[config.mk]
export PLATFORM = sky130hd
export DESIGN_NAME = fpga_carry_chain
export DESIGN_NICKNAME = d
export VERILOG_FILES = /design/src/rtl/fpga_carry_pkg.sv /design/src/rtl/fpga_carry_logic.sv /design/src/rtl/fpga_carry_chain.sv
export SDC_FILE = /design/constraint.sdc
export NUM_CORES = 1
export LEC_CHECK = 0
export CORE_ASPECT_RATIO = 0.8
export CORE_MARGIN = 2
export CORE_UTILIZATION = 40
export DETAILED_ROUTE_END_ITERATION = 12
export GPL_ROUTABILITY_DRIVEN = 0
export GPL_TIMING_DRIVEN = 0
export PLACE_DENSITY = 0.86
export SLEW_MARGIN = 30
export SYNTH_ARGS = -nofsm -noshare
export SYNTH_HDL_FRONTEND = slang
export SYNTH_HIERARCHICAL = 1
export SYNTH_SLANG_ARGS = --single-unit
[constraint.sdc]
create_clock -name clk_i -period 6.5 [get_ports clk_i]
set_input_delay 0.65 -clock clk_i [delete_from_list [all_inputs] [get_ports clk_i]]
set_output_delay 0.65 -clock clk_i [all_outputs]
set_load 0.01 [all_outputs]
[src/rtl/fpga_carry_pkg.sv]
// Shared types for the multi-beat carry chain: arithmetic mode and chain FSM state.
package fpga_carry_pkg;

   typedef enum logic {
      CARRY_ADD = 1'b0,
      CARRY_SUB = 1'b1
   } carry_mode_e;

   typedef enum logic {
      IDLE  = 1'b0,
      CHAIN = 1'b1
   } chain_state_e;

endpackage

[src/rtl/fpga_carry_logic.sv]
// One-bit full-adder cell: majority carry and xor sum.
module fpga_carry_logic (
   input  logic a,
   input  logic b,
   input  logic cin,
   output logic sum,
   output logic cout
);

   assign sum  = a ^ b ^ cin;
   assign cout = (a & b) | (a & cin) | (b & cin);

endmodule

[src/rtl/fpga_carry_chain.sv]
// Multi-beat ripple adder/subtractor: one WIDTH-bit word per beat, carry and
// zero flag carried across beats, all results registered with one cycle latency.
module fpga_carry_chain
   import fpga_carry_pkg::*;
#(
   parameter int unsigned WIDTH = 8
) (
   input  logic             clk_i,
   input  logic             reset_ni,
   input  logic             valid_i,
   input  logic [WIDTH-1:0] a_i,
   input  logic [WIDTH-1:0] b_i,
   input  logic             fcin_i,
   input  logic             mode_i,
   input  logic             first_i,
   input  logic             last_i,
   output logic [WIDTH-1:0] sum_o,
   output logic             fcout_o,
   output logic             overflow_o,
   output logic             zero_o,
   output logic             valid_o
);

   chain_state_e     state_q;
   chain_state_e     state_d;
   carry_mode_e      mode_q;
   carry_mode_e      mode_eff;
   logic             carry_q;
   logic             is_first;
   logic             cin;
   logic [WIDTH-1:0] b_eff;
   logic [WIDTH-1:0] s;
   logic [WIDTH:0]   c;

   // Any beat seen in IDLE, or an explicit first_i, starts a fresh operation.
   always_comb begin
      state_d  = state_q;
      is_first = (state_q == IDLE) || first_i;
      mode_eff = is_first ? carry_mode_e'(mode_i) : mode_q;
      cin      = carry_q;
      b_eff    = b_i;
      if (is_first) begin
         cin = (mode_eff == CARRY_SUB) ? 1'b1 : fcin_i;
      end
      if (mode_eff == CARRY_SUB) begin
         b_eff = ~b_i;
      end
      if (valid_i) begin
         state_d = last_i ? IDLE : CHAIN;
      end
   end

   assign c[0] = cin;

   for (genvar k = 0; k < WIDTH; k++) begin : g_bit
      fpga_carry_logic u_cell (
         .a    (a_i[k]),
         .b    (b_eff[k]),
         .cin  (c[k]),
         .sum  (s[k]),
         .cout (c[k+1])
      );
   end

   always_ff @(posedge clk_i) begin
      if (!reset_ni) begin
         state_q <= IDLE;
      end else begin
         state_q <= state_d;
      end
   end

   // Result, flag and cross-beat registers; all hold while no beat is offered.
   always_ff @(posedge clk_i) begin
      if (!reset_ni) begin
         sum_o      <= '0;
         fcout_o    <= 1'b0;
         overflow_o <= 1'b0;
         zero_o     <= 1'b0;
         valid_o    <= 1'b0;
         carry_q    <= 1'b0;
         mode_q     <= CARRY_ADD;
      end else begin
         valid_o <= valid_i;
         if (valid_i) begin
            sum_o      <= s;
            fcout_o    <= c[WIDTH];
            overflow_o <= last_i & (c[WIDTH] ^ c[WIDTH-1]);
            zero_o     <= (s == '0) & (is_first | zero_o);
            carry_q    <= c[WIDTH];
            mode_q     <= mode_eff;
         end
      end
   end

endmodule

==> metrics, run 1 <==
via count 623; wirelength, routed 1630 microns; first-pass GRT wire length 2500 microns; setup TNS 0 ns; io pins 35; NumNets Final 140; H-tree levels 1; endpoints failing hold 0; Critical Path AT 5.83 ns; routed length per instance 12.3 microns; row cnt 14; CP Max Fanout 9; cells after synthesis 71; flops & latches, synth 14; cell with the most instances on the worst path fa_1; max cap viols 0; largest net degree at the start of global routing 11; number of routed nets with antenna violations 0; CTS tree done; clock-pin transition on the worst setup and hold timing paths 0.08 ns; cell taking the most area after synthesis dfxtp_1; count of cell types in the netlist 19; cell count along the critical path 15; Peak Freq 0.178 GHz; Slowest-stage cell, CP fa_1; I/O Buffers 33; worst slew pin tran 0.438 ns; Syn Std Cell Area 782 sq um; Setup crit end kind flop; R2R cell count 14; GRT Total Usage 15.4%; part of the cycle the worst path needs 86.6%; critical-path cell list clkdlybuf4s50_1 > nand2b_4 > mux2i_4 > xnor2_1 > fa_1 > fa_1 > fa_1 > fa_1 > fa_1 > fa_1 > fa_1 > fa_1 > nor4_1 > nand2_1 > a211oi_1; drt initial violations 1; n_diodes 0; Pwr Density 225 nW/um^2; share of cells above drive strength 1 7.41%; Die Y 43.5 microns; total CTS buffers 3; Rel. slew slack 70.2%; leak pwr 0.459 nW; area grow syn2layout 50.7%; final setup vio count 0; clock sink count 14; initial antenna violation count 0; fraction of the mapped netlist area in simple logic gates 11.8%; main combinational cell family by area after synthesis adder cells; vias in the first global route 625; post-CTS setup buffers 0; Core Box Area 1860 sq um; vias per cell 4.72; Pwr Total 0.265 mW; Synth area leaders dfxtp_1 36%, fa_1 20%, mux2i_1 12%; RSZ-0062 raised after global routing no; WP buf/inv 1; Max Slew Vio Count 0; clock skew 0.00278 ns; minimum clock period 5.63 ns; peak supply drop 117 uV; multi-input logic area 484 sq um; clk buf depth 2; Mapped Nets 102; worst hold path type reg2reg; hold depth 2; status complete, no violations; CP Launch Type input port; Pre-antenna DRT Iters 4; hold_buf cts 0; Setup CP Type in2reg; Seq/Total Area, Yosys 35.8%; Post-Synth Adder-Cell Area 20.5%; width of the die 53.4 microns; Die Area 2330 sq um; synthesis warning total 6; fill cell count 162; mux contribution to synthesized area 14.4%; crit-path max cell delay 0.50 ns; DRC errors left 0; Worst-Skew Late Latency 0.28 ns; Synth Area in XOR/XNOR 10.1%; CTS root buf clkbuf_4; Synth Area in Compound Gates 5.12%; Synth Area per Inst 11.0 sq um; effective utilization at floorplan 42.1%; Crit path required time 6.70 ns; total global routing overflow 0; Post-CTS Resized 0; CP top delay family adder cells; register area 280 sq um; post-synth top area share 35.8%
==> flip-flops by register name (all words and copies together), names as in the netlist <==
register	cells
zero_o	1
state_q	1
sum_o	8
mode_q	1
valid_o	1
overflow_o	1
fcout_o	1
==> cell type report <==
type                       count  share of cell area (%)
timing repair buffer          33                    28.0
buffer                         3                    1.17
clock buffer                   4                    3.08
multi-input combinational     53                    41.1
sequential                    14                    23.8
inverter                       1                   0.318
tap                           24                    2.55
==> placed cells by master, fill, tap and decap left out <==
cell type,Yosys,routed
clkbuf_8,0,1
dfxtp_1,14,14
fa_1,8,8
nor2_1,12,12
clkbuf_4,0,3
and2_1,1,1
nand2_1,1,1
xnor2_1,8,8
nand3_1,1,1
inv_1,1,1
clkdlybuf4s50_1,0,33
a211oi_1,2,2
clkbuf_1,1,1
mux2i_1,9,9
nand2b_1,1,1
xor2_1,1,1
a21oi_1,4,4
nand2b_4,1,1
nor4_1,2,2
buf_2,2,2
mux2i_4,1,1
o21ai_0,1,1
==> power breakdown <==
group	internal [mW]	switching [mW]	leakage (nW)
Combinational	0.0567	0.0433	0.322
Sequential	0.0963	0.00590	0.116
Clock	0.0341	0.0286	0.0210
Total	0.187	0.0778	0.459
==> cell families (layout without fill, tap and decap cells) <==
kind of cell | count (synthesis) | in the layout
compound gates | 7 | 7
xor+xnor | 9 | 9
fa+ha+maj | 8 | 8
buf+inv | 4 | 41
flops | 14 | 14
mux | 10 | 10
simple gates | 19 | 19
==> per-stage QoR <==
| stage | hold slack (ns) | cells | utilization (%) | setup WS (ns) | cell area (sq um) |
|---|---|---|---|---|---|
| floorplan | 0.490 | 71 | - | 1.44 | 782 |
| global placement | 0.458 | 128 | 61.5 | 0.657 | 1140 |
| detailed placement | 0.471 | 128 | 61.5 | 0.532 | 1140 |
| CTS | 0.485 | 132 | 63.5 | 0.818 | 1180 |
| global route | 0.528 | 132 | 63.5 | 0.673 | 1180 |
| finish | 0.484 | 132 | 63.5 | 0.870 | 1180 |
==> cells in the mapped netlist <==
master	instances
a21oi_1	4
nand3_1	1
inv_1	1
and2_1	1
mux2i_4	1
fa_1	8
mux2i_1	9
clkbuf_1	1
nand2b_1	1
nor4_1	2
nand2_1	1
nand2b_4	1
buf_2	2
a211oi_1	2
xor2_1	1
nor2_1	12
o21ai_0	1
dfxtp_1	14
xnor2_1	8
==> worst register-to-register path, delay by kind of cell, from the launching register on <==
| family | cells | cell delay (ns) |
|---|---|---|
| AO/OA/AOI/OAI | 1 | 0.24 |
| multiplexers | 1 | 0.45 |
| XOR/XNOR | 1 | 0.15 |
| flip-flops | 1 | 0.35 |
| adder cells (fa/ha/maj) | 8 | 3.35 |
| AND/OR/NAND/NOR | 3 | 0.49 |
==> layer usage <==
metal / vias to the layer above / part of all wire [%] / track usage, % / routed length, microns
met5: - / 0 / 0 / 0
met4: 0 / 1.7 / 6.15 / 27
met3: 3 / 8.9 / 4.48 / 144
met2: 26 / 47 / 27.4 / 763
met1: 286 / 42 / 17.1 / 691
li1: 308 / - / - / -
==> path summary, 6_finish.rpt <==
| path | slack [ns] | from | end |
|---|---|---|---|
| worst max-delay path | 0.87 | first_i | zero_o |
| worst min-delay path | 0.48 | overflow_o | overflow_o |
| worst max register to register | 1.41 | state_q | zero_o |
| worst min register to register | 0.48 | overflow_o | overflow_o |
No activity file was read; power rests on OpenSTA's default activity.
==> inputs of run 2 (changes only) <==
--- a/config.mk
+++ b/config.mk
@@ -6,7 +6,6 @@
 export NUM_CORES = 1
 export LEC_CHECK = 0
 export CORE_ASPECT_RATIO = 0.8
-export CORE_MARGIN = 2
 export CORE_UTILIZATION = 40
 export DETAILED_ROUTE_END_ITERATION = 12
 export GPL_ROUTABILITY_DRIVEN = 0
@@ -17,3 +16,4 @@
 export SYNTH_HDL_FRONTEND = slang
 export SYNTH_HIERARCHICAL = 1
 export SYNTH_SLANG_ARGS = --single-unit
+export TNS_END_PERCENT = 10
==> metrics, run 2 (synthesis results as in run 1) <==
worst slew pin tran 0.442 ns (+0.00474 ns); DP HPWL 1430 microns; initial antenna violation count 0 (unchanged); total global routing overflow 0 (unchanged); R2R cell count 14 (unchanged); Worst Hold Path EP overflow_o; CP Launch Type input port; Slowest-stage cell, CP fa_1; CTS tree done; reg-to-reg endpoint zero_o; worst hold path type reg2reg; hold_buf cts 0 (unchanged); io pins 35 (unchanged); status complete, no violations; Post-CTS Resized 0 (unchanged); leading cell type in the layout, fill and taps excluded clkdlybuf4s50_1; Die Area 2140 sq um (-8.2%); fill cell count 155 (-4.3%); minimum clock period 5.60 ns (-0.0330 ns); clock skew 0.00494 ns (+0.00215 ns); hold depth 2 (unchanged); vias per cell 4.78 (+1.2%); Setup crit end kind flop; max cap viols 0 (unchanged); first-pass GRT wire length 2810 microns (+12%); largest net degree at the start of global routing 11 (unchanged); flop-to-flop setup slack 1.44 ns (+0.03 ns); wirelength, routed 1740 microns (+6.6%); CP Max Fanout 9 (unchanged); drt initial violations 2 (+1); post-CTS setup buffers 0 (unchanged); Peak Freq 0.179 GHz (+0.59%); NumNets Final 140 (unchanged); peak supply drop 147 uV (+26%); part of the cycle the worst path needs 86.1% (-0.51 points); endpoints failing hold 0 (unchanged); CTS root buf clkbuf_4; Critical Path AT 5.80 ns (-0.03 ns); via count 621 (-0.32%); clk buf depth 2 (unchanged); Pre-antenna DRT Iters 4 (unchanged); final setup vio count 0 (unchanged); n_diodes 0 (unchanged); H-tree levels 1 (unchanged); WP buf/inv 1 (unchanged); DRC errors left 0 (unchanged); Placed Cells 126 (-1.6%); Worst-Skew Late Latency 0.28 ns (about the same); Pwr Total 0.268 mW (+1.3%); clock sink count 14 (unchanged); reg2reg start state_q; Biggest register sum_o; Max Slew Vio Count 0 (unchanged); Die Y 41.5 microns (-4.6%); vias in the first global route 625 (unchanged); Setup CP Type in2reg; width of the die 51.4 microns (-3.7%); most frequent cells in the layout 33 x clkdlybuf4s50_1, 14 x dfxtp_1, 12 x nor2_1; launch point of the worst hold path overflow_o; clock-pin transition on the worst setup and hold timing paths 0.09 ns (about the same); Crit path required time 6.70 ns (about the same); effective utilization at floorplan 45.4% (+3.2 points); Rel. slew slack 69.9% (-0.32 points); Finished Layout Cells 130 (-1.5%); number of routed nets with antenna violations 0 (unchanged); share of cells above drive strength 1 7.41% (unchanged); cell with the most instances on the worst path fa_1; RSZ-0062 raised after global routing no; leak pwr 0.459 nW (unchanged); routed length per instance 13.3 microns (+8.3%); Pwr Density 228 nW/um^2 (+1.5%); Hold WS 0.473 ns (-0.0110 ns); GRT Total Usage 18.2% (+2.8 points); setup TNS 0 ns (unchanged); total CTS buffers 3 (unchanged); area grow syn2layout 50.4%; crit-path max cell delay 0.51 ns (about the same); CP top delay family adder cells; critical-path cell list clkdlybuf4s50_1 > nand2b_4 > mux2i_4 > xnor2_1 > fa_1 > fa_1 > fa_1 > fa_1 > fa_1 > fa_1 > fa_1 > fa_1 > nor4_1 > nand2_1 > a211oi_1; row cnt 13 (-1); Core Box Area 1720 sq um (-7.1%); I/O Buffers 33 (unchanged); max reg flops 8 (unchanged)
==> run 2: power breakdown <==
| part | leakage, nW | total (mW) | internal (mW) | switching [mW] |
|---|---|---|---|---|
| combinational | 0.322 | 0.101 | 0.0571 | 0.0442 |
| sequential | 0.116 | 0.103 | 0.0963 | 0.00632 |
| clock | 0.0210 | 0.0645 | 0.0341 | 0.0304 |
==> run 2: area by class of cell <==
type | instances | area (sq um) | share of cell area, %
Tap cell | 22 | 27.5 | 2.34
Sequential cell | 14 | 280 | 23.8
Timing Repair Buffer | 33 | 330 | 28.1
Buffer | 3 | 13.8 | 1.17
Inverter | 1 | 3.75 | 0.319
Multi-Input combinational cell | 53 | 484 | 41.2
Clock buffer | 4 | 36.3 | 3.09
==> run 2: worst max path at each step <==
stage	startpoint	endpoint	cells after the start
after floorplan	first_i	zero_o	14
after detailed placement	first_i	zero_o	15
after global routing	first_i	zero_o	15
after global placement	first_i	zero_o	15
final	first_i	zero_o	15
after CTS	first_i	zero_o	15
==> run 2: through the flow <==
stage | utilization (%) | area (sq um) | setup WS, ns
final | 68.2 | 1180 | 0.903
after global routing | 68.2 | 1180 | 0.711
after CTS | 68.2 | 1180 | 0.863
after detailed placement | 66.1 | 1140 | 0.580
after global placement | 66.1 | 1140 | 0.655
after floorplan | - | 782 | 1.44
==> run 2: metal layers <==
| metal | wire [microns] | vias to the layer above | track usage (%) |
|---|---|---|---|
| met3 | 134 | 4 | 5.49 |
| met2 | 806 | 28 | 30.1 |
| met5 | 0 | - | 0 |
| met4 | 22 | 0 | 8.11 |
| li1 | - | 309 | - |
| met1 | 772 | 280 | 21.6 |
==> run 2: tightest hold or removal path, cell delays in order (launching register included) <==
cell and delay [ns]:
dfxtp_1 0.32, nand2b_1 0.06, a21oi_1 0.05
==> inputs of run 3 (changes only) <==
--- a/config.mk
+++ b/config.mk
@@ -7,6 +7,7 @@
 export LEC_CHECK = 0
 export CORE_ASPECT_RATIO = 0.8
 export CORE_UTILIZATION = 40
+export CTS_BUF_LIST = sky130_fd_sc_hd__clkbuf_16
 export DETAILED_ROUTE_END_ITERATION = 12
 export GPL_ROUTABILITY_DRIVEN = 0
 export GPL_TIMING_DRIVEN = 0
==> metrics, run 3 (synthesis results as in run 1) <==
status complete, no violations; reg2reg start state_q; fill cell count 144 (-7.1%); wirelength, routed 1830 microns (+5.2%); hold_buf cts 0 (unchanged); Pre-antenna DRT Iters 4 (unchanged); launch point of the worst hold path overflow_o; Core Box Area 1720 sq um (unchanged); crit-path max cell delay 0.51 ns (about the same); area grow syn2layout 55.8%; CTS root buf clkbuf_16; Crit path required time 6.65 ns (-0.05 ns); Peak Freq 0.176 GHz (-1.5%); effective utilization at floorplan 45.4% (unchanged); worst hold path type reg2reg; routed length per instance 14.0 microns (+5.2%); vias per cell 4.98 (+4.3%); critical-path cell list clkdlybuf4s50_1 > nand2b_4 > mux2i_4 > xnor2_1 > fa_1 > fa_1 > fa_1 > fa_1 > fa_1 > fa_1 > fa_1 > fa_1 > nor4_1 > nand2_1 > a211oi_1; largest net degree at the start of global routing 11 (unchanged); Finished Layout Cells 130 (unchanged); max cap viols 0 (unchanged); row cnt 13 (unchanged); Post-CTS Resized 0 (unchanged); DRC errors left 0 (unchanged); leak pwr 0.476 nW (+3.8%); CP Max Fanout 9 (unchanged); Max Slew Vio Count 0 (unchanged); most frequent cells in the layout 33 x clkdlybuf4s50_1, 14 x dfxtp_1, 12 x nor2_1; leading cell type in the layout, fill and taps excluded clkdlybuf4s50_1; width of the die 51.4 microns (unchanged); Biggest register sum_o; max reg flops 8 (unchanged); Slowest-stage cell, CP fa_1; final setup vio count 0 (unchanged); first-pass GRT wire length 2900 microns (+3.4%); io pins 35 (unchanged); Rel. slew slack 67.9% (-2.0 points); initial antenna violation count 0 (unchanged); n_diodes 0 (unchanged); Critical Path AT 5.83 ns (+0.03 ns); Pwr Density 264 nW/um^2 (+16%); drt initial violations 4 (+2); register area 280 sq um (unchanged); Placed Cells 126 (unchanged); via count 648 (+4.3%); NumNets Final 140 (unchanged); Die Y 41.5 microns (unchanged); vias in the first global route 660 (+5.6%); part of the cycle the worst path needs 87.4% (+1.3 points); Worst-Skew Late Latency 0.24 ns (-0.04 ns); Setup CP Type in2reg; post-CTS setup buffers 0 (unchanged); clock skew 0.00135 ns (-0.00358 ns); Die Area 2140 sq um (unchanged); share of cells above drive strength 1 6.48% (-0.93 points); clk buf depth 2 (unchanged); Setup crit end kind flop; number of routed nets with antenna violations 0 (unchanged); DP HPWL 1430 microns (unchanged); CTS tree done; minimum clock period 5.68 ns (+0.0867 ns); cell with the most instances on the worst path fa_1; clock-pin transition on the worst setup and hold timing paths 0.05 ns (-0.04 ns); worst setup path startpoint first_i; multi-input logic area 484 sq um (unchanged); peak supply drop 143 uV (-2.5%); setup TNS 0 ns (unchanged); worst slew pin tran 0.481 ns (+0.0390 ns); Pwr Total 0.321 mW (+20%); total CTS buffers 3 (unchanged); H-tree levels 1 (unchanged); GRT Total Usage 19.0% (+0.78 points); CP Launch Type input port; RSZ-0062 raised after global routing no; endpoints failing hold 0 (unchanged); total global routing overflow 0 (unchanged); clock sink count 14 (unchanged); I/O Buffers 33 (unchanged)
-- run 3: changes by cell type in the layout (fill, tap and decap cells not counted) --
cell       delta
clkbuf_16     +3
clkbuf_4      -3
clkinv_1      +1
clkbuf_8      -1
-- run 3: final timing paths --
kind	to	slack (ns)	cells after the start
setup / recovery	zero_o	0.82	15
hold / removal	overflow_o	0.47	2
setup reg to reg	zero_o	1.42	14
hold reg to reg	overflow_o	0.47	2
-- run 3: layout make-up --
class	instances	share of cell area, %
repair buffers	33	27.1
clock buffers	3	6.16
plain buffers	3	1.13
inverters	1	0.308
multi-input cells	53	39.7
flip-flops and latches	14	23.0
clock inverters	1	0.308
well taps	22	2.26
-- run 3: layer usage --
layer	vias to the layer above	GRT usage, %	wire [microns]
li1	312	-	-
met1	291	20.9	766
met4	0	11.4	49
met5	-	0	0
met3	8	6.23	153
met2	37	31.4	857
-- run 3: critical path, delay by kind of cell --
family / cells / cell delay [ns]
AND/OR/NAND/NOR: 3 / 0.49
multiplexers: 1 / 0.44
XOR/XNOR: 1 / 0.15
adder cells (fa/ha/maj): 8 / 3.36
buffers and inverters: 1 / 0.47
AO/OA/AOI/OAI: 1 / 0.25
-- run 3: where the power goes --
| group | switching, mW | leakage, nW | internal, mW |
|---|---|---|---|
| logic | 0.0449 | 0.322 | 0.0572 |
| clock network | 0.0349 | 0.0385 | 0.0813 |
| registers | 0.00642 | 0.116 | 0.0967 |
| total | 0.0863 | 0.476 | 0.235 |
-- run 3: per-stage QoR --
stage               hold WS (ns)  instance area [sq um]  setup WS, ns  util (%)
floorplan                  0.490                    782          1.44         -
global placement           0.458                   1140         0.655      66.1
detailed placement         0.459                   1140         0.580      66.1
CTS                        0.468                   1220         0.766      70.7
global route               0.503                   1220         0.580      70.7
finish                     0.467                   1220         0.817      70.7
